<file path="src/rtl/if_fetch_queue.sv">
// if_fetch_queue: instruction fetch stage with a DEPTH-entry queue between
// fetch and decode. Each cycle the word at the fetch PC is captured at the
// tail; decode consumes from the head. A redirect flushes the queue and
// restarts fetch at the (word-aligned) target.
// Optional feature: define IF_FETCH_PERF_CNT_EN to add perf_stall_cycles,
// a saturating count of cycles where fetch was blocked by a full queue.
module if_fetch_queue #(
  parameter int          DEPTH    = 4,
  parameter logic [31:0] PC_RESET = 32'h0000_3000
) (
  input  logic                    clk,
  input  logic                    reset,
  input  logic                    redirect,
  input  logic [31:0]             redirect_pc,
  input  logic                    D_stall,
  input  logic [31:0]             i_inst_rdata,
  output logic [31:0]             i_inst_addr,
  output logic [31:0]             instr_D,
  output logic [31:0]             pc_D,
  output logic                    valid_D,
  output logic [$clog2(DEPTH):0]  count,
`ifdef IF_FETCH_PERF_CNT_EN
  output logic [31:0]             perf_stall_cycles,
`endif
  output logic                    full,
  output logic                    empty
);

  localparam int AW = $clog2(DEPTH);
  localparam int CW = AW + 1;

  logic [31:0]   pc_q, pc_d;
  logic [AW-1:0] head_q, head_d;
  logic [AW-1:0] tail_q, tail_d;
  logic [CW-1:0] count_q, count_d;
  logic [31:0]   mem_pc_q    [DEPTH];
  logic [31:0]   mem_instr_q [DEPTH];
  logic          pop, push;
  logic [31:0]   redirect_tgt;

  assign redirect_tgt = redirect_pc & 32'hFFFF_FFFC;

  assign i_inst_addr = pc_q;
  assign count       = count_q;
  assign full        = (count_q == CW'(DEPTH));
  assign empty       = (count_q == '0);
  assign valid_D     = ~empty;
  assign instr_D     = valid_D ? mem_instr_q[head_q] : 32'h0;
  assign pc_D        = valid_D ? mem_pc_q[head_q]    : 32'h0;

  // Handshake: a full queue may still accept when the head leaves on the same edge.
  assign pop  = valid_D & ~D_stall & ~redirect;
  assign push = (~full | pop) & ~redirect & reset;

  // Next-state for fetch PC and queue pointers; redirect overrides everything.
  always_comb begin
    pc_d    = pc_q;
    head_d  = head_q;
    tail_d  = tail_q;
    count_d = count_q;
    if (redirect) begin
      pc_d    = redirect_tgt;
      head_d  = '0;
      tail_d  = '0;
      count_d = '0;
    end else begin
      if (push) begin
        pc_d   = pc_q + 32'd4;
        tail_d = tail_q + AW'(1);
      end
      if (pop) begin
        head_d = head_q + AW'(1);
      end
      if (push && !pop) begin
        count_d = count_q + CW'(1);
      end else if (pop && !push) begin
        count_d = count_q - CW'(1);
      end
    end
  end

  // Control state register with asynchronous active-low reset.
  always_ff @(posedge clk or negedge reset) begin
    if (!reset) begin
      pc_q    <= PC_RESET;
      head_q  <= '0;
      tail_q  <= '0;
      count_q <= '0;
    end else begin
      pc_q    <= pc_d;
      head_q  <= head_d;
      tail_q  <= tail_d;
      count_q <= count_d;
    end
  end

  // Queue storage; entries outside head..tail are never observed, so no reset.
  always_ff @(posedge clk) begin
    if (push) begin
      mem_pc_q[tail_q]    <= pc_q;
      mem_instr_q[tail_q] <= i_inst_rdata;
    end
  end

`ifdef IF_FETCH_PERF_CNT_EN
  logic [31:0] perf_q, perf_d;

  assign perf_stall_cycles = perf_q;

  // Count fetch-blocked cycles, holding at all-ones instead of wrapping.
  always_comb begin
    perf_d = perf_q;
    if (full && !pop && !redirect && (perf_q != 32'hFFFF_FFFF)) begin
      perf_d = perf_q + 32'd1;
    end
  end

  // Stall counter register, cleared by reset.
  always_ff @(posedge clk or negedge reset) begin
    if (!reset) begin
      perf_q <= 32'h0;
    end else begin
      perf_q <= perf_d;
    end
  end
`endif

endmodule

</file>
<file path="config.mk">
export PLATFORM = sky130hd
export DESIGN_NAME = if_fetch_queue
export DESIGN_NICKNAME = d
export VERILOG_FILES = /design/src/rtl/if_fetch_queue.sv
export SDC_FILE = /design/constraint.sdc
export NUM_CORES = 1
export LEC_CHECK = 0
export ABC_AREA = 1
export BUFFER_PORTS_ARGS = -buffer_cell sky130_fd_sc_hd__buf_2
export CAP_MARGIN = 25
export CORE_ASPECT_RATIO = 1.2
export CORE_MARGIN = 1
export CORE_UTILIZATION = 58
export CTS_CLUSTER_DIAMETER = 50
export DETAILED_ROUTE_END_ITERATION = 10
export PLACE_DENSITY = 0.85
export SETUP_SLACK_MARGIN = 0.5
export SYNTH_ARGS = -nofsm -noshare
export SYNTH_HDL_FRONTEND = slang
export SYNTH_SLANG_ARGS = --single-unit
</file>
<file path="constraint.sdc">
create_clock -name clk -period 4.6 [get_ports clk]
set_input_delay 0.92 -clock clk [delete_from_list [all_inputs] [get_ports clk]]
set_output_delay 0.92 -clock clk [all_outputs]
set_load 0.1 [all_outputs]
</file>
## Word level (Yosys, flattened, before mapping)

Memory sizes are Yosys's and may differ from the RTL's.
Index checks and enable logic that the tools add are counted.

| operators by class | value |
|---|---|
| mux-type cells | 13 |
| reduce and logical (&&, ||, !) cells | 8 |
| $add $sub $neg | 5 |
| eq/ne operators | 1 |
| bitwise operators | 9 |

Operators with widths:

| kind | count |
|---|---|
| $mux 32 | 4 |
| $add 32x3->32 const B | 1 |
| $mux 3 | 3 |
| $mux 2 | 4 |
| $add 2x1->2 const B | 2 |
| $and 1x1->1 | 4 |
| $not 1->1 | 4 |
| $reduce_bool 2->1 | 2 |
| $add 3x1->3 const B | 1 |
| $eq 3x3->1 const B | 1 |
| $logic_not 3->1 | 1 |
| $reduce_bool 3->1 | 1 |
| $sub 3x1->3 const B | 1 |
| $logic_and 1x1->1 | 2 |
| $logic_not 1->1 | 2 |
| $mux 1 | 2 |
| $or 1x1->1 | 1 |

| word-level totals | value |
|---|---|
| bits of input ports | 68 |
| register bits | 39 |
| bits in writable memories | 256 |
| memories | 2 |

Memory list:

| memory | words | width | rd ports | clocked after memory_dff | wr ports | RTL line | text |
|---|---|---|---|---|---|---|---|
| mem_instr_q | 4 | 32 | 1 | 0 | 1 | 37 | `logic [31:0] mem_instr_q [DEPTH];` |
| mem_pc_q | 4 | 32 | 1 | 0 | 1 | 36 | `logic [31:0] mem_pc_q [DEPTH];` |

## Longest topological paths before layout

| depth | value |
|---|---|
| depth after elaboration | 12 |
| depth in mapped cells | 12 |
| mapped depth without buffers | 12 |

## Worst setup path after synthesis

No wires, ideal clock.

| path | value |
|---|---|
| path kind | register -> output |
| start | register count_q[0], in the netlist count[0] |
| end | output port pc_D[22] |
| arrival time | 4184 ps |
| data required time | 3680 ps |
| stages on the path, launching flop included | 6 |
| setup slack | -504 ps |
| path through | dfrtp_1 inv_1 nand3_2 inv_2 clkbuf_1 a21oi_1 |

| on the way | value |
|---|---|
| cells in the longest elaborated chain, start to end | 2 |

RTL lines:

| what | RTL line | text |
|---|---|---|
| from (decl) | 35 | `logic [CW-1:0] count_q, count_d;` |
| from (signal assigned) | 93 | `count_q <= count_d;` |
| $logic_not 3->1 | 46 | `assign empty = (count_q == '0);` |
| net empty | 26 | `output logic empty` |
| $mux 32 | 49 | `assign pc_D = valid_D ? mem_pc_q[head_q] : 32'h0;` |
| to (decl) | 19 | `output logic [31:0] pc_D,` |

The timed path passes the listed nets, and every way through them passes these cells.

## Worst setup path in the final report

| path | value |
|---|---|
| start | register head_q[0] |
| end | output port pc_D[21] |

| on the way | value |
|---|---|
| cells in the longest elaborated chain, start to end | 2 |

RTL lines:

| what | RTL line | text |
|---|---|---|
| from (decl) | 33 | `logic [AW-1:0] head_q, head_d;` |
| from (signal assigned) | 86 | `head_q <= '0;` |
| from (signal assigned) | 91 | `head_q <= head_d;` |
| $mem_v2 4x32 | -- |  |
| $mux 32 | 49 |  |

No other way between the ends.

==> flow_summary.ini <==
[clock_tree]
cts_made_buffers = 26
clock-sinks = 285
holdBufCountCts = 0
clockRootBuffer = clkbuf_16
cts_tree = built
ctsResizeCount = 0
cts_buffer_depth = 3
clock_latency_ps = 520
post_cts_buffers = 0
clk_pin_slew_ps = 70
htree_num_levels = 1

[logic_synthesis]
syn_inst = 1194
yosysSeqAreaShare_pct = 67.5
synth_seq_cells = 285
synth-main-ff-cell = edfxtp_1
synthesis.area_um2 = 12400
synth_top_area_cell = edfxtp_1
synth_area_leaders = edfxtp_1 (60%), nor2_1 (8.9%), dfrtp_1 (7.1%)
synth.avg_cell_area_um2 = 10.4
async_reset_ff_share_pct = 13.0
synth_cell_types = 34
synth_edf_count = 248
ys_warn_count = 0
synth_top_area_share_pct = 60.0

[grt]
grt_pass1_wl_um = 43000
grt.overflow.total = 0
antenna_found_initial = 0
grtUsageTotal_pct = 25.6
first_global_vias = 8604
grt_start_max_net_pins = 63

[setup_path]
reg2reg_slack_ps = 2420
rr_worst_depth = 6
path_class = flip-flop to output port
reg2reg_from = count[2]
path_max_fanout = 40
crit_required_ps = 3680
r2r-end = mem_instr_q[2][13]
critPathLaunchType = flip-flop
arrival_ps = 2890
endpoint_kind = output port

[routing]
drt_iter0_drc = 629
vias_per_cell = 5.51
antenna_left = 0
first_pass_iters = 6
vias = 9009
drc = 0
wl_um = 27700
wl_per_cell_um = 16.9

[finish]
drive_above_1_share_pct = 23.2
multi_input_area_um2 = 3760
diodes = 0
syn2layout_area_growth_pct = 16.7
layout_commonest_cell = nor2_1
area.sequential_um2 = 8380
fill_cells = 1475
nets = 1419
layout_common_cells = nor2_1 (290), edfxtp_1 (248), nand2_1 (205)

[floorplanning]
die_height_um = 162
die-area_um2 = 22000
rows = 58
coreArea_um2 = 21000
io_pins = 170
initial_core_util_pct = 59.2
chipWidth_um = 136

[timing]
rsz0062_at_grt = false
setup_viol = 0
slew_headroom_pct = 38.1
fin_ws_ps = 789
fmax_mhz = 262
final_max_slew_viol_count = 0
tightest_slew_ps = 927
hold_violations = 0
min_period_ps = 3810
fin_crit_sh_pct = 82.8
clock_skew_ps = 10.5

[place]
port_buffers = 163
pre_cts_ws_ps = 1330
hpwl_um = 17200
place_congestion = 0.970

[outcome]
status = finished clean

[min_path]
min_path_type = input pin to asynchronous set/reset pin

[flow_run]
maxCapViolations = 0
## state kept, by name, indices dropped and copies added (netlist names)
register and flops:
head_q 2, count 3, i_inst_addr 30, tail_q 2
mem_pc_q 120, mem_instr_q 128
## final cells by class
class | instances | area share, %
multi-input combinational | 790 | 26.0
sequential | 285 | 57.9
inverter | 61 | 1.60
clock inverter | 15 | 0.665
tap | 270 | 2.33
timing repair buffer | 181 | 6.74
clock buffer | 33 | 4.82
## layer usage
metal / track usage, % / part of all wire, % / wire [µm]
met1: 31.6 / 39 / 10800
met2: 45.1 / 51 / 14100
met3: 3.59 / 6.9 / 1910
met4: 10.6 / 2.9 / 813
met5: 0 / 0 / 0
## critical path, cell delays in order, from the launching register on
cell and delay [ps]:
dfrtp_4 630, clkinv_2 410, buf_4 450, o21ai_0 190, a21oi_2 210, buf_2 450
## cell families after synthesis
group           after synthesis  share of synthesized area [%]
simple gates                571                           18.7
fa+ha+maj                     6                          0.666
other cells                   1                         0.0302
compound gates              200                           8.17
flops                       285                           67.5
buf+inv                     122                           4.32
xor+xnor                      9                          0.635
## how the worst max path moves through the flow
| stage | from | endpoint | slack [ps] |
|---|---|---|---|
| global route | head_q[0] | pc_D[31] | 620 |
| CTS | head_q[0] | pc_D[21] | 780 |
| floorplan | redirect | mem_instr_q[0][0] | -60 |
| detailed placement | head_q[0] | pc_D[21] | 1330 |
| finish | head_q[0] | pc_D[21] | 790 |
| global placement | head_q[0] | pc_D[21] | 1370 |
## per-stage QoR
stage / std cells / setup TNS [ps] / utilization (%) / cell area [µm²] / hold WS, ps
floorplan: 1197 / -15650 / - / 12600 / 562
global placement: 1587 / 0 / 65.3 / 13700 / 532
detailed placement: 1587 / 0 / 65.3 / 13700 / 537
CTS: 1635 / 0 / 69.1 / 14500 / 554
global route: 1635 / 0 / 69.1 / 14500 / 569
finish: 1635 / 0 / 69.1 / 14500 / 553
## cells in the mapped netlist (21+ instances only)
master,count
nor2_1,294
edfxtp_1,248
nand3_1,46
inv_1,54
o21ai_1,42
buf_2,21
a21oi_1,65
clkbuf_1,26
nand2_1,205
dfrtp_1,35
o21ai_0,88
Power is not shown: default switching activity piles up to over one toggle a cycle in this logic, so the estimate is an artifact.
